$ cat src/rtl/reaction_timer_multi.sv
// Multi-round reaction timer core.
// Lights the LED after a pseudo-random delay and measures the time to the stop press in ticks.
// Detects false starts, collects ROUNDS valid scores and reports their average.
// Produces four 4-bit display codes for the 7-segment muxer.
module reaction_timer_multi #(
    parameter int unsigned CLK_HZ    = 50000000,
    parameter int unsigned TICK_HZ   = 1000,
    parameter int unsigned MIN_DELAY = 1000,
    parameter int unsigned RAND_BITS = 12,
    parameter int unsigned ROUNDS    = 4
) (
    input  logic        clock,
    input  logic        reset,
    input  logic        start,
    input  logic        stop,
    input  logic        show_avg,
    output logic        led,
    output logic [15:0] digits,
    output logic [3:0]  round_idx,
    output logic        foul,
    output logic        session_done
);

    localparam int unsigned Div    = CLK_HZ / TICK_HZ;
    localparam int unsigned PW     = (Div > 1) ? $clog2(Div) : 1;
    localparam int unsigned RLog   = (ROUNDS > 1) ? $clog2(ROUNDS) : 0;
    localparam int unsigned SW     = 14 + RLog;
    localparam int unsigned DMax   = MIN_DELAY + (2 ** RAND_BITS) - 1;
    localparam int unsigned DW     = (DMax > 1) ? $clog2(DMax + 1) : 1;

    localparam logic [2:0] StIdle   = 3'd0;
    localparam logic [2:0] StWait   = 3'd1;
    localparam logic [2:0] StTiming = 3'd2;
    localparam logic [2:0] StResult = 3'd3;
    localparam logic [2:0] StFoul   = 3'd4;
    localparam logic [2:0] StAvg    = 3'd5;

    localparam logic [15:0] DispHi   = 16'hCABC;
    localparam logic [15:0] DispDash = 16'hCCCC;
    localparam logic [15:0] DispFoul = 16'hDCCC;
    localparam logic [15:0] DispOff  = 16'hFFFF;
    localparam logic [13:0] ScoreMax = 14'd9999;

    logic [2:0]    state_q, state_d;
    logic [PW-1:0] presc_q, presc_d;
    logic [15:0]   lfsr_q, lfsr_d;
    logic [DW-1:0] delay_q, delay_d;
    logic [13:0]   score_q, score_d;
    logic [15:0]   bcd_q, bcd_d;
    logic [15:0]   last_bcd_q, last_bcd_d;
    logic [15:0]   avg_bcd_q, avg_bcd_d;
    logic [SW-1:0] sum_q, sum_d;
    logic [4:0]    round_q, round_d;
    logic          done_q, done_d;
    logic          show_q, show_d;
    logic [29:0]   dd_q, dd_d;
    logic [3:0]    dd_cnt_q, dd_cnt_d;

    logic          tick;
    logic          lfsr_fb;
    logic [DW-1:0] delay_load;
    logic [13:0]   score_fin;
    logic [15:0]   bcd_inc_val;
    logic [15:0]   bcd_fin;
    logic [29:0]   dd_next;
    logic [13:0]   avg_bin;
    logic          load_round;
    logic          clear_sess;

    // Increment a 4-digit packed BCD value.
    function automatic logic [15:0] bcd_inc(input logic [15:0] v);
        logic [15:0] r;
        logic        c;
        r = v;
        c = 1'b1;
        for (int i = 0; i < 4; i++) begin
            if (c) begin
                if (r[4*i +: 4] == 4'd9) begin
                    r[4*i +: 4] = 4'd0;
                end else begin
                    r[4*i +: 4] = r[4*i +: 4] + 4'd1;
                    c = 1'b0;
                end
            end
        end
        return r;
    endfunction

    // One shift-add-3 step over {bcd[15:0], bin[13:0]}.
    function automatic logic [29:0] dd_step(input logic [29:0] v);
        logic [15:0] b;
        b = v[29:14];
        for (int i = 0; i < 4; i++) begin
            if (b[4*i +: 4] >= 4'd5) begin
                b[4*i +: 4] = b[4*i +: 4] + 4'd3;
            end
        end
        return {b[14:0], v[13:0], 1'b0};
    endfunction

    assign tick        = (presc_q == PW'(Div - 1));
    assign lfsr_fb     = lfsr_q[15] ^ lfsr_q[13] ^ lfsr_q[12] ^ lfsr_q[10];
    assign delay_load  = DW'(MIN_DELAY) + DW'(lfsr_q[RAND_BITS-1:0]);
    // A tick landing in the same cycle as the stop still counts.
    assign score_fin   = tick ? (score_q + 14'd1) : score_q;
    assign bcd_inc_val = bcd_inc(bcd_q);
    assign bcd_fin     = tick ? bcd_inc_val : bcd_q;
    assign dd_next     = dd_step(dd_q);
    assign avg_bin     = sum_q[RLog +: 14];

    // Next-state logic for the round/session sequencer and its datapath.
    always_comb begin
        state_d    = state_q;
        lfsr_d     = {lfsr_q[14:0], lfsr_fb};
        delay_d    = delay_q;
        score_d    = score_q;
        bcd_d      = bcd_q;
        last_bcd_d = last_bcd_q;
        avg_bcd_d  = avg_bcd_q;
        sum_d      = sum_q;
        round_d    = round_q;
        done_d     = done_q;
        show_d     = show_avg;
        dd_d       = dd_q;
        dd_cnt_d   = dd_cnt_q;
        load_round = 1'b0;
        clear_sess = 1'b0;

        case (state_q)
            StIdle: begin
                if (start) begin
                    clear_sess = 1'b1;
                    load_round = 1'b1;
                    state_d    = StWait;
                end
            end
            StWait: begin
                if (stop) begin
                    state_d = StFoul;
                end else if (delay_q == '0) begin
                    state_d = StTiming;
                end else if (tick) begin
                    delay_d = delay_q - DW'(1);
                    if (delay_q == DW'(1)) begin
                        state_d = StTiming;
                    end
                end
                if (state_d == StTiming) begin
                    score_d = '0;
                    bcd_d   = '0;
                end
            end
            StTiming: begin
                // Reaching 9999 without a press ends the round as if stop were pressed.
                if (stop || (tick && (score_q == ScoreMax - 14'd1))) begin
                    last_bcd_d = bcd_fin;
                    sum_d      = sum_q + SW'(score_fin);
                    round_d    = round_q + 5'd1;
                    state_d    = StResult;
                end else if (tick) begin
                    score_d = score_q + 14'd1;
                    bcd_d   = bcd_inc_val;
                end
            end
            StResult: begin
                if ((round_q == 5'(ROUNDS)) && !done_q) begin
                    dd_d     = {16'd0, avg_bin};
                    dd_cnt_d = 4'd0;
                    state_d  = StAvg;
                end else if (start) begin
                    clear_sess = done_q;
                    load_round = 1'b1;
                    state_d    = StWait;
                end
            end
            StFoul: begin
                if (start) begin
                    load_round = 1'b1;
                    state_d    = StWait;
                end
            end
            StAvg: begin
                dd_d     = dd_next;
                dd_cnt_d = dd_cnt_q + 4'd1;
                if (dd_cnt_q == 4'd13) begin
                    avg_bcd_d = dd_next[29:14];
                    done_d    = 1'b1;
                    state_d   = StResult;
                end
            end
            default: begin
                state_d = StIdle;
            end
        endcase

        if (clear_sess) begin
            sum_d   = '0;
            round_d = '0;
            done_d  = 1'b0;
        end
        if (load_round) begin
            delay_d = delay_load;
            score_d = '0;
            bcd_d   = '0;
        end

        // Prescaler restarts on every state entry so tick phase is relative to entry.
        if ((state_d != state_q) || tick) begin
            presc_d = '0;
        end else begin
            presc_d = presc_q + PW'(1);
        end
    end

    // State registers with synchronous reset.
    always_ff @(posedge clock) begin
        if (reset) begin
            state_q    <= StIdle;
            presc_q    <= '0;
            lfsr_q     <= 16'hACE1;
            delay_q    <= '0;
            score_q    <= '0;
            bcd_q      <= '0;
            last_bcd_q <= '0;
            avg_bcd_q  <= '0;
            sum_q      <= '0;
            round_q    <= '0;
            done_q     <= 1'b0;
            show_q     <= 1'b0;
            dd_q       <= '0;
            dd_cnt_q   <= '0;
        end else begin
            state_q    <= state_d;
            presc_q    <= presc_d;
            lfsr_q     <= lfsr_d;
            delay_q    <= delay_d;
            score_q    <= score_d;
            bcd_q      <= bcd_d;
            last_bcd_q <= last_bcd_d;
            avg_bcd_q  <= avg_bcd_d;
            sum_q      <= sum_d;
            round_q    <= round_d;
            done_q     <= done_d;
            show_q     <= show_d;
            dd_q       <= dd_d;
            dd_cnt_q   <= dd_cnt_d;
        end
    end

    // Output decode from the registered state.
    always_comb begin
        digits = DispOff;
        case (state_q)
            StIdle:   digits = DispHi;
            StWait:   digits = DispDash;
            StTiming: digits = bcd_q;
            StResult: digits = (done_q && show_q) ? avg_bcd_q : last_bcd_q;
            StFoul:   digits = DispFoul;
            StAvg:    digits = DispDash;
            default:  digits = DispOff;
        endcase
    end

    assign led          = (state_q == StTiming);
    assign foul         = (state_q == StFoul);
    assign session_done = done_q;
    // Port is 4 bits wide; a 16-round session saturates the display count at 15.
    assign round_idx    = (round_q > 5'd15) ? 4'hF : round_q[3:0];

endmodule

$ cat config.mk
export PLATFORM = sky130hd
export DESIGN_NAME = reaction_timer_multi
export DESIGN_NICKNAME = d
export VERILOG_FILES = /design/src/rtl/reaction_timer_multi.sv
export SDC_FILE = /design/constraint.sdc
export NUM_CORES = 1
export LEC_CHECK = 0
export CORE_MARGIN = 2
export CORE_UTILIZATION = 67
export DETAILED_ROUTE_END_ITERATION = 10
export PLACE_DENSITY = 0.93
export SYNTH_ARGS = -nofsm -noshare
export SYNTH_HDL_FRONTEND = slang
export SYNTH_SLANG_ARGS = --single-unit
$ cat constraint.sdc
create_clock -name clock -period 6.2 [get_ports clock]
set_clock_uncertainty 0.2 [all_clocks]
set_input_delay 1.55 -clock clock [delete_from_list [all_inputs] [get_ports clock]]
set_output_delay 1.55 -clock clock [all_outputs]
set_load 0.02 [all_outputs]
==> results_dict.tcl <==
set metrics [dict create \
    status "complete, no violations" \
    drtIter0Drc 853 \
    dieHeight_um 118.7 \
    yosysSeqAreaShare 0.3796 \
    clockBufferDepth 2 \
    grt_pass1_vias 7650 \
    dr.pass1.iters 8 \
    n_antenna_cell 0 \
    hold_viol_final 0 \
    fin_area_sq_mm 0.009702 \
    dp_hpwl_um 14370 \
    final_nets 1148 \
    crit_fanout 24 \
    avgSynthCellArea_sq_um 7.878 \
    slew_headroom 0.1675 \
    fin_util 0.7626 \
    vdd_drop_max_mv 0.2614 \
    grt_max_degree 105 \
    clkTransAtPathRegs_ns 0.06 \
    area_growth_pct 10.16 \
    hold_class "reg -> reg" \
    post_cts_resized 0 \
    port_buffers 27 \
    worstSetupPathType "reg -> out" \
    htree_num_levels 4 \
    path_cells "nand2_1 > clkinv_1 > buf_4 > clkdlybuf4s50_1" \
    tightest_slew_ns 1.244 \
    synthArstFlopShare 0 \
    avgRoutedWirePerCell_um 16.86 \
    gp_congestion 0.9247 \
    arrival_ns 3.08 \
    place_area_sq_mm 0.009101 \
    synth_area_leader_cell "dfxtp_1" \
    rsz0062_at_grt "false" \
    cts_buffers 17 \
    io_pins 28 \
    clock_latency_ns 0.44 \
    power_density_mw_per_mm2 240.6 \
    ys_types 70 \
    dieArea_sq_mm 0.01408 \
    cts_hold_buffers 0 \
    synth_cells 1118 \
    fp.dieW_um 118.7 \
    synth_edf_count 0 \
    core_sq_mm 0.01272 \
    timing.fmax_mhz 207.2 \
    initial_utilization 0.6923 \
    setup_viol 0 \
    grt_pass1_wl_um 36450 \
    postCtsSetupBuffers 0 \
    row_count 41 \
    grt_usage 0.3147 \
    worstSetupStartpoint "state_q[1]$_SDFF_PP0_" \
    wl_um 21800 \
    finalSetupTns_ns 0 \
    fin_crit_ns 4.827 \
    holdCritStartpoint "lfsr_q[14]$_SDFF_PP0_" \
    p_leak_nw 3.306 \
    routed-wl-met2_um 10380 \
    cts_tree "built" \
    cp.required_ns 4.45 \
    final_layout_size_suffix_gt1_frac 0.06423 \
    drc 0 \
    worstSetupEndpointType "output port" \
    synth_nets 1158 \
    syn_area_sq_mm 0.008807 \
    slew_viol_final 0 \
    overflow 0 \
    synth_top_area_share 0.3796 \
    wl_met3_um 1457 \
    synth_seq_cells 167 \
    synth_area_leaders "dfxtp_1 38%, nor2_1 5.9%, nand2_1 5.7%" \
    clock_sinks 167 \
    num_vias 8168 \
    via_per_inst 6.317 \
    slowest_stage "dfxtp_1" \
    routed.top_layer "met4" \
    timing.rr.start "presc_q[0]$_SDFF_PP0_" \
    yosys_warnings 0 \
    hold_slack_ns 0.2156 \
    antenna_found_initial 0 \
    clockRootBuffer "clkbuf_16" \
    cp-start-kind "flop" \
    synthFlopType "dfxtp_1" \
    wl_met1_um 9329 \
    max_stage_delay_ns 0.83 \
    drtAntennaViolNets 0 \
    maxCapViolCount 0 \
    timing.final.crit_share 0.7786 \
]
final cells by class:
class	instances	area, sq um
fillers	935	3020
inverters	35	131.4
well taps	172	215.2
clock buffers	19	452.9
flip-flops and latches	167	3343
repair buffers	33	312.8
multi-input cells	854	5099
clock inverters	13	147.6
sequential cells by signal (all words and copies together) (netlist names), 13 cells and up:
signal      count
delay_q        13
avg_bcd_q      16
presc_q        16
bcd_q          16
dd_q           30
lfsr_q         16
sum_q          16
last_bcd_q     16
score_q        14
per-layer routing:
metal / vias up / track usage
met5: - / 0
met2: 369 / 0.5212
met4: 0 / 0.1332
li1: 3923 / -
met1: 3813 / 0.3975
met3: 63 / 0.06467
critical path, delay by kind of cell (launching register included):
family | cells | cell delay (ns)
buffers and inverters | 3 | 1.23
flip-flops | 1 | 0.83
AND/OR/NAND/NOR | 1 | 0.58
cells in the final DEF, fill, tap and decap left out, types with 7 or more instances in the layout:
cell type,count
nand3_1,42
xnor2_1,46
mux2i_1,7
clkbuf_16,17
nor3_1,25
o21ai_0,51
a21oi_1,100
a211oi_1,34
nand2_1,134
nand2b_1,11
buf_4,7
and2_1,8
nor3b_1,9
clkdlybuf4s50_1,26
and3_1,10
nor2_1,138
nor4_1,7
nand4_1,14
or2_2,14
dfxtp_1,167
a31oi_1,31
ha_1,34
a22oi_1,18
inv_1,33
nor2b_1,18
xor2_1,21
power breakdown:
group          internal [mW]  switching [mW]  leakage, nW
sequential              1.09          0.0234         1.35
clock                  0.618           0.448        0.287
combinational         0.0557          0.0960         1.67
total                   1.77           0.567         3.31
cell usage after synthesis (3+ instances only):
cell type and count:
a211oi_1 34, a21boi_0 4, a21o_1 5, a21oi_1 100, a221oi_1 3, a22oi_1 18
a31oi_1 31, a32oi_1 3, and2_1 8, and3_1 10, buf_1 3, buf_2 11
clkbuf_1 48, dfxtp_1 167, ha_1 34, inv_1 33, mux2_2 5, mux2i_1 7
nand2_1 134, nand2b_1 11, nand3_1 42, nand3b_1 4, nand4_1 14, nor2_1 139
nor2b_1 18, nor3_1 26, nor3b_1 9, nor4_1 7, nor4bb_1 3, o211ai_1 3
o21ai_0 51, o31ai_1 4, or2_2 14, or3_1 6, or4_1 3, xnor2_1 46
xor2_1 21
metrics by stage:
stage	instances	power (mW)	setup slack [ns]
floorplan	1118	1.243	2.527
global placement	1261	1.282	1.841
detailed placement	1261	1.286	1.743
CTS	1293	2.334	1.458
global route	1293	2.405	1.268
finish	1293	2.334	1.373
worst paths after layout:
kind | to | slack, ns | cells past startpoint
hold / removal | lfsr_q[15]$_SDFF_PP1_ | 0.22 | 1
setup / recovery | led | 1.37 | 4
hold reg to reg | lfsr_q[15]$_SDFF_PP1_ | 0.22 | 1
setup reg to reg | sum_q[14]$_SDFFE_PP0P_ | 1.92 | 14
kinds of logic after synthesis:
group                    Yosys count  share of synthesized area
AND/OR/NAND/NOR                  458                     0.2478
flip-flops                       167                     0.3796
adder cells (fa/ha/maj)           35                    0.05058
multiplexers                      12                    0.01435
XOR/XNOR                          67                    0.06663
buffers and inverters             97                    0.04290
AO/OA/AOI/OAI                    282                     0.1982
(Power assumes the default switching activity.)
==> RTL edit: new RTL, config.mk and constraints unchanged <==
Set the parameter `RAND_BITS` to 10 (it was 12).
--- a/src/rtl/reaction_timer_multi.sv
+++ b/src/rtl/reaction_timer_multi.sv
@@ -6,7 +6,7 @@
     parameter int unsigned CLK_HZ    = 50000000,
     parameter int unsigned TICK_HZ   = 1000,
     parameter int unsigned MIN_DELAY = 1000,
-    parameter int unsigned RAND_BITS = 12,
+    parameter int unsigned RAND_BITS = 10,
     parameter int unsigned ROUNDS    = 4
 ) (
     input  logic        clock,
Check against the original RTL: no difference found for any inputs over 4 cycles, from zero or initial values and one cycle with reset high; that may be too few to reach the edited logic, so the function may still have changed.
==> RTL edit against the unedited design <==
Register-to-register slack worse by 0.05 ns; cell area is 2.3% higher; critical path type unchanged; area after synthesis is 2.7% higher; worst setup slack worse by 0.0022 ns; total power is 2.2% higher; cell count is 2.0% higher; highest routed layer unchanged; fmax hardly changed; sequential cell count is 2 lower; critical endpoint is now digits[14]; wire length is 5.7% higher; die area is 2.6% higher; clock power is 7% higher.
==> RTL edit: results (changes against the unedited design) <==
{| class="wikitable"
! Metric !! Value
|-
| Overall routed net length || 23.0 mm (+5.7%)
|-
| Most area-hungry cell type in the Yosys netlist || sky130_fd_sc_hd__dfxtp_1
|-
| Fraction of final layout cells with drive strength greater than 1 || 0.0630 (-0.00124)
|-
| Layout-stage area growth over the synthesis result || 9.76%
|-
| Synth async-reset ratio || 0 (unchanged)
|-
| Fill cells || 916 (-2.0%)
|-
| Vias in the first global route || 7891 (+3.2%)
|-
| Initial antenna violation count || 0 (unchanged)
|-
| Reg clk slew, reported paths || 0.06 ns (about the same)
|-
| Number of instances in the synthesized netlist || 1152 (+3.0%)
|-
| Register with the most flip-flops || dd_q
|-
| Via count || 8377 (+2.6%)
|-
| Hold crit path type || reg -> reg
|-
| Top cells by area, synth || sky130_fd_sc_hd__dfxtp_1 (37%), sky130_fd_sc_hd__a21oi_1 (7.0%), sky130_fd_sc_hd__nand2_1 (5.7%), sky130_fd_sc_hd__xnor2_1 (5.0%), sky130_fd_sc_hd__nor2_1 (4.9%)
|-
| Synthesized net count || 1192 (+2.9%)
|-
| CTS Hold Buffers Added || 0 (unchanged)
|-
| Iter 0 DRT Violations || 1041 (+22%)
|-
| Root buffer cell || sky130_fd_sc_hd__clkbuf_16
|-
| Largest net degree at the start of global routing || 95 (-9.5%)
|-
| Post-synthesis cell type count || 73 (+4.3%)
|-
| Worst-path maximum fanout || 20 (-17%)
|-
| Placed Instances || 1288 (+2.1%)
|-
| Transition time at the pin with the least slew margin || 1.31 ns (+0.0675 ns)
|-
| Number of vias per cell after detailed routing || 6.35 (+0.54%)
|-
| Final antenna diode count || 0 (unchanged)
|-
| Arrival time worst endpoint || 3.08 ns (about the same)
|-
| # Post-CTS Setup Buffers || 0 (unchanged)
|-
| Sequential share of the synthesized area || 0.365 (-0.0143)
|-
| Number of flip-flops in the largest register || 30 (unchanged)
|-
| CTS Buf Count || 17 (unchanged)
|-
| Total placed instance area || 9280 um^2 (+2.0%)
|-
| Number of I/O port buffers || 27 (unchanged)
|-
| Largest buffer count on any clock path || 2 (unchanged)
|-
| First-pass GRT wire length || 37.9 mm (+4.0%)
|-
| Run status || completed
|-
| All-Layer GR Usage || 0.327 (+0.0124)
|-
| Worst vdd ir || 0.000195 V (-25%)
|-
| Source-to-sink clock delay at the later pin of the worst-skew pair || 0.44 ns (about the same)
|-
| Last weighted congestion value of the routability-driven placer || 0.942 (+1.9%)
|-
| Final count of hold timing violations || 0 (unchanged)
|-
| HPWL after detailed placement || 14.8 mm (+2.8%)
|-
| Place WS || 1.95 ns (+0.209 ns)
|-
| Post-synth top cells || sky130_fd_sc_hd__dfxtp_1 (165), sky130_fd_sc_hd__nand2_1 (138), sky130_fd_sc_hd__a21oi_1 (127), sky130_fd_sc_hd__nor2_1 (118), sky130_fd_sc_hd__o21ai_0 (56)
|-
| Synthesis warning total || 0 (unchanged)
|-
| Static leakage || 0.00334 uW (+0.99%)
|-
| Number of resized instances in the post-cts repair step || 0 (unchanged)
|-
| Detailed-routing iteration count for the pre-antenna-repair pass || 6 (-2)
|-
| H-Tree Level Count || 4 (unchanged)
|}
-- RTL edit: report_power, final --
part	internal, uW	switching (uW)	total [uW]
Sequential	1080	18.6	1100
Clock	725	423	1150
Combinational	49.8	91.3	141
Total	1850	532	2390
-- RTL edit: final timing paths --
path	startpoint	to	slack, ns	cells after the start
min reg2reg	lfsr_q[14]	lfsr_q[15]	0.21	1
max reg2reg	presc_q[0]	sum_q[13]	1.87	11
min	lfsr_q[14]	lfsr_q[15]	0.21	1
max	state_q[2]	digits[14]	1.37	5
-- RTL edit: critical path, cell delays in order (launching register included) --
cell	delay [ns]
sky130_fd_sc_hd__dfxtp_1	0.73
sky130_fd_sc_hd__inv_1	0.27
sky130_fd_sc_hd__nand2_1	0.17
sky130_fd_sc_hd__clkinv_1	0.36
sky130_fd_sc_hd__a32oi_1	0.43
sky130_fd_sc_hd__clkdlybuf4s50_1	0.67
-- RTL edit: cells by family (layout without fill, tap and decap cells) --
logic type | Yosys count | after routing | synth area share
AOI/OAI and AO/OA | 301 | 301 | 0.204
xor gates and xnor gates | 70 | 70 | 0.0678
adders and majority gates | 35 | 35 | 0.0493
buffers and inverters | 110 | 101 | 0.0495
DFF | 165 | 165 | 0.365
muxes | 9 | 9 | 0.0105
and+or+nand+nor | 462 | 462 | 0.254
-- RTL edit: layer usage --
| layer | vias to the layer above | global-route usage | part of all wire |
|---|---|---|---|
| met5 | - | 0 | 0 |
| met4 | 0 | 0.152 | 0.035 |
| met3 | 71 | 0.0675 | 0.079 |
| met2 | 397 | 0.533 | 0.47 |
| met1 | 3898 | 0.417 | 0.42 |
| li1 | 4011 | - | - |
-- RTL edit: layout make-up --
type	count	area share
multi-input combinational	877	0.534
sequential	165	0.333
clock buffer	24	0.0506
timing repair buffer	34	0.0320
tap	176	0.0222
clock inverter	7	0.0144
inverter	36	0.0136
